<file path="config.mk">
export PLATFORM = sky130hd
export DESIGN_NAME = debounce
export DESIGN_NICKNAME = d
export VERILOG_FILES = /design/src/rtl/debounce_pkg.sv /design/src/rtl/sync_chain.sv /design/src/rtl/debounce.sv
export SDC_FILE = /design/constraint.sdc
export NUM_CORES = 1
export LEC_CHECK = 0
export ABC_AREA = 1
export CORE_MARGIN = 1
export CORE_UTILIZATION = 40
export CTS_CLUSTER_SIZE = 20
export DETAILED_ROUTE_END_ITERATION = 8
export GPL_TIMING_DRIVEN = 1
export PLACE_DENSITY = 0.54
export SETUP_SLACK_MARGIN = 0.05
export SYNTH_ARGS = -nofsm -noshare
export SYNTH_HDL_FRONTEND = slang
export SYNTH_SLANG_ARGS = --single-unit
</file>
<file path="constraint.sdc">
create_clock -name aclk -period 3 [get_ports aclk]
set_input_delay 0.6 -clock aclk [delete_from_list [all_inputs] [get_ports aclk]]
set_output_delay 0.6 -clock aclk [all_outputs]
set_load 0.02 [all_outputs]
</file>
<file path="src/rtl/debounce_pkg.sv">
// Shared types and defaults for the contact debouncer.
package debounce_pkg;

    localparam int SYNC_STAGES_DEF = 2;

    typedef enum logic [1:0] {
        ST_STABLE_LOW   = 2'd0,
        ST_PENDING_HIGH = 2'd1,
        ST_STABLE_HIGH  = 2'd2,
        ST_PENDING_LOW  = 2'd3
    } state_t;

endpackage

</file>
<file path="src/rtl/sync_chain.sv">
// Plain flop chain that brings an asynchronous level into the aclk domain.
module sync_chain
    import debounce_pkg::*;
#(
    parameter int STAGES = SYNC_STAGES_DEF
) (
    input  logic aclk,
    input  logic reset,
    input  logic d,
    output logic q
);

    logic [STAGES-1:0] r_sync;

    always_ff @(posedge aclk) begin
        if (reset) begin
            r_sync <= '0;
        end else begin
            r_sync <= {r_sync[STAGES-2:0], d};
        end
    end

    assign q = r_sync[STAGES-1];

endmodule

</file>
<file path="src/rtl/debounce.sv">
// Debouncer: out follows the synchronized input only after it has held a new
// level for CYCLES consecutive clocks; any glitch restarts qualification.
module debounce
    import debounce_pkg::*;
#(
    parameter int CYCLES      = 1000,
    parameter int SYNC_STAGES = SYNC_STAGES_DEF
) (
    input  logic aclk,
    input  logic reset,
    input  logic in,
    output logic out
);

    localparam int             CW   = $clog2(CYCLES);
    localparam logic [CW-1:0]  LAST = CW'(CYCLES - 1);
    localparam logic [CW-1:0]  ONE  = CW'(1);

    if (CYCLES < 2 || CYCLES > 65535) begin : g_bad_cycles
        $error("debounce: CYCLES out of range 2..65535");
    end
    if (SYNC_STAGES < 2 || SYNC_STAGES > 4) begin : g_bad_sync
        $error("debounce: SYNC_STAGES out of range 2..4");
    end

    logic          w_s;
    state_t        r_state, w_state_nxt;
    logic [CW-1:0] r_count, w_count_nxt;
    logic          r_out, w_out_nxt;

    sync_chain #(
        .STAGES (SYNC_STAGES)
    ) u_sync (
        .aclk  (aclk),
        .reset (reset),
        .d     (in),
        .q     (w_s)
    );

    always_ff @(posedge aclk) begin
        if (reset) begin
            r_state <= ST_STABLE_LOW;
            r_count <= '0;
            r_out   <= 1'b0;
        end else begin
            r_state <= w_state_nxt;
            r_count <= w_count_nxt;
            r_out   <= w_out_nxt;
        end
    end

    // Count holds the number of consecutive samples that disagreed with out;
    // reaching CYCLES-1 before the next disagreeing sample commits the toggle.
    always_comb begin
        w_state_nxt = r_state;
        w_count_nxt = r_count;
        w_out_nxt   = r_out;
        case (r_state)
            ST_STABLE_LOW: begin
                if (w_s) begin
                    w_state_nxt = ST_PENDING_HIGH;
                    w_count_nxt = ONE;
                end
            end
            ST_PENDING_HIGH: begin
                if (!w_s) begin
                    w_state_nxt = ST_STABLE_LOW;
                    w_count_nxt = '0;
                end else if (r_count == LAST) begin
                    w_state_nxt = ST_STABLE_HIGH;
                    w_count_nxt = '0;
                    w_out_nxt   = 1'b1;
                end else begin
                    w_count_nxt = r_count + ONE;
                end
            end
            ST_STABLE_HIGH: begin
                if (!w_s) begin
                    w_state_nxt = ST_PENDING_LOW;
                    w_count_nxt = ONE;
                end
            end
            ST_PENDING_LOW: begin
                if (w_s) begin
                    w_state_nxt = ST_STABLE_HIGH;
                    w_count_nxt = '0;
                end else if (r_count == LAST) begin
                    w_state_nxt = ST_STABLE_LOW;
                    w_count_nxt = '0;
                    w_out_nxt   = 1'b0;
                end else begin
                    w_count_nxt = r_count + ONE;
                end
            end
            default: begin
                w_state_nxt = ST_STABLE_LOW;
                w_count_nxt = '0;
                w_out_nxt   = 1'b0;
            end
        endcase
    end

    assign out = r_out;

endmodule

</file>
==> flow_summary.json <==
{
  "ys_seq_elements": 15,
  "final_net_count": 117,
  "initial_core_util_pct": 43.51,
  "grt-ovfl-total": 0,
  "post-route-util_pct": 48.60,
  "syn_to_final_growth_pct": 11.70,
  "seq_area_frac_synth_pct": 39.54,
  "worst_slew_margin_rel_pct": 83.26,
  "gp_congestion": 0.7590,
  "synth.top_cell.area_share_pct": 39.54,
  "postCtsSetupRepairBufs": 0,
  "firstDrtPassIters": 4,
  "pwr-share-comb_pct": 5.2,
  "cts_resized": 0,
  "die_area_um2": 2077,
  "clkTransAtPathRegs_ns": 0.09,
  "route.detailed.drc": 0,
  "worst_pin_slew_ns": 0.2503,
  "cts-root-buf": "clkbuf_4",
  "max_freq_mhz": 549.6,
  "grt_pass1_vias": 513,
  "cts_hold_buf": 0,
  "switching_share_pct": 23.96,
  "start_kind": "flop",
  "yosysWarnings": 0,
  "critPathKind": "flop to output port",
  "grt_max_degree": 10,
  "required_ns": 2.40,
  "leakagePower_nw": 0.3627,
  "ant_nets": 0,
  "clock_path_buffers": 2,
  "drv_cap": 0,
  "setup_violations": 0,
  "drt_iter0_markers": 6,
  "io_buffers": 3,
  "wl_per_cell_um": 9.547,
  "numCtsBuffers": 3,
  "track_usage_pct": 15.11,
  "cp.buffers_inverters": 1,
  "drv_slew": 0,
  "slowest_stage": "clkdlybuf4s50_1",
  "reg2reg_slack_ns": 1.62,
  "critical_path.top_delay_family": "buffers and inverters",
  "syn_nets": 109,
  "end_kind": "output port",
  "yosysTopAreaCell": "dfxtp_1",
  "dpl.hpwl_um": 1006,
  "ys_types": 20,
  "die_h_um": 45.58,
  "routed_wl_um": 1308,
  "outcome": "complete, no violations",
  "fin_setup_tns_ns": 0,
  "insertion_delay_ns": 0.29,
  "post-route-period-util_pct": 60.65,
  "nFillCells": 184,
  "ir_drop_v": 0.0002681,
  "vias": 597,
  "slowest_delay_ns": 0.60,
  "crit_chain": "clkdlybuf4s50_1",
  "seqCellArea_um2": 300.3,
  "antenna_found_initial": 0,
  "worst_clock_skew_ns": 0.003935,
  "syn_area_um2": 759.5,
  "rows": 15,
  "dieWidth_um": 45.58,
  "diodes": 0,
  "multi_input_area_um2": 391.6,
  "cts_sinks": 15,
  "period_needed_ns": 1.820,
  "synth_area_per_cell_um2": 7.233,
  "worst-path-max-fanout": 2,
  "synth_area_leaders": "dfxtp_1, nor2_1, nand2_1",
  "critPathArrivalTime_ns": 1.22,
  "powerDensity_nw_per_um2": 399.4,
  "rsz0062_at_grt": "no",
  "tritoncts": "yes",
  "htree_num_levels": 1,
  "seq_power_share_pct": 60.1,
  "finalHoldViolCount": 0,
  "layout-drive-gt1-share_pct": 16.07,
  "grt_pass1_wl_um": 2194,
  "final_common_cell": "nor2_1",
  "netlist_instances": 105,
  "pwr-share-clk_pct": 34.7,
  "power.internal_w": 0.0002576,
  "final_cell_mix": "nor2_1, nand2_1, inv_1",
  "boundaryPins": 4,
  "routed_via_density": 4.358,
  "p_switching_w": 0.00008116,
  "hold_path.class": "flop to flop",
  "power_w": 0.0003388,
  "core-area_um2": 1745
}
## Yosys cell counts
library cell	n
nand2_4	1
nand3_4	1
o21ai_0	3
nand3_1	6
nand2_2	5
inv_1	17
inv_2	1
nor2_1	19
nand2_1	18
nor3_4	1
xor2_1	3
a21oi_1	4
nor2_2	2
o21bai_1	1
nand4_1	3
a21oi_2	1
o21ai_1	1
nand3_2	2
ha_1	1
dfxtp_1	15
## layer usage
layer | wire length, um | part of all wire [%] | global-route usage [%]
met4 | 27 | 2.1 | 9.091
met3 | 29 | 2.2 | 2.381
met1 | 767 | 59 | 23.47
met5 | 0 | 0 | 0
met2 | 484 | 37 | 18.86
## final cells by class
cell class              count  share of cell area [%]
multi-input cells          72                   46.17
flip-flops and latches     15                   35.40
inverters                  18                   7.965
well taps                  25                   3.687
repair buffers              3                   3.540
clock buffers               3                   2.655
clock inverters             1                  0.5900
## flip-flops by register name, indices dropped and copies added (netlist names), named ones only
name / count
r_count: 10
u_sync.r_sync: 2
out: 1
r_state: 1
## stage by stage
step / instances / area [um^2] / hold slack (ns) / setup slack [ns]
2_1_floorplan: 105 / 759.5 / 0.3883 / 1.811
3_3_place_gp: 133 / 820.8 / 0.3947 / 1.334
3_5_place_dp: 133 / 820.8 / 0.3943 / 1.293
4_1_cts: 137 / 848.3 / 0.4089 / 1.166
5_1_grt: 137 / 848.3 / 0.4215 / 1.127
6_report: 137 / 848.3 / 0.4080 / 1.180
## cells by family after synthesis
| logic type | Yosys count | share of synthesized area (%) |
|---|---|---|
| XOR/XNOR | 3 | 3.460 |
| AND/OR/NAND/NOR | 58 | 39.05 |
| AO/OA/AOI/OAI | 10 | 7.413 |
| adder cells (fa/ha/maj) | 1 | 1.647 |
| flip-flops | 15 | 39.54 |
| buffers and inverters | 18 | 8.896 |
## path summary, 6_finish.rpt
kind / depth (start not counted) / to / from
worst max-delay path: 1 / out / out
worst min register to register: 2 / u_sync.r_sync[1] / u_sync.r_sync[0]
worst min-delay path: 2 / u_sync.r_sync[1] / u_sync.r_sync[0]
worst max register to register: 8 / r_count[4] / r_count[0]
## power by group through the flow
stage	Combinational [W]	Clock [W]	Sequential, W
global placement	0.0000176	0	0.000209
detailed placement	0.0000176	0	0.000208
CTS	0.0000177	0.000123	0.000204
global route	0.0000198	0.000127	0.000204
finish	0.0000175	0.000118	0.000204
floorplan	0.0000113	0	0.000208
(Power assumes the default switching activity.)
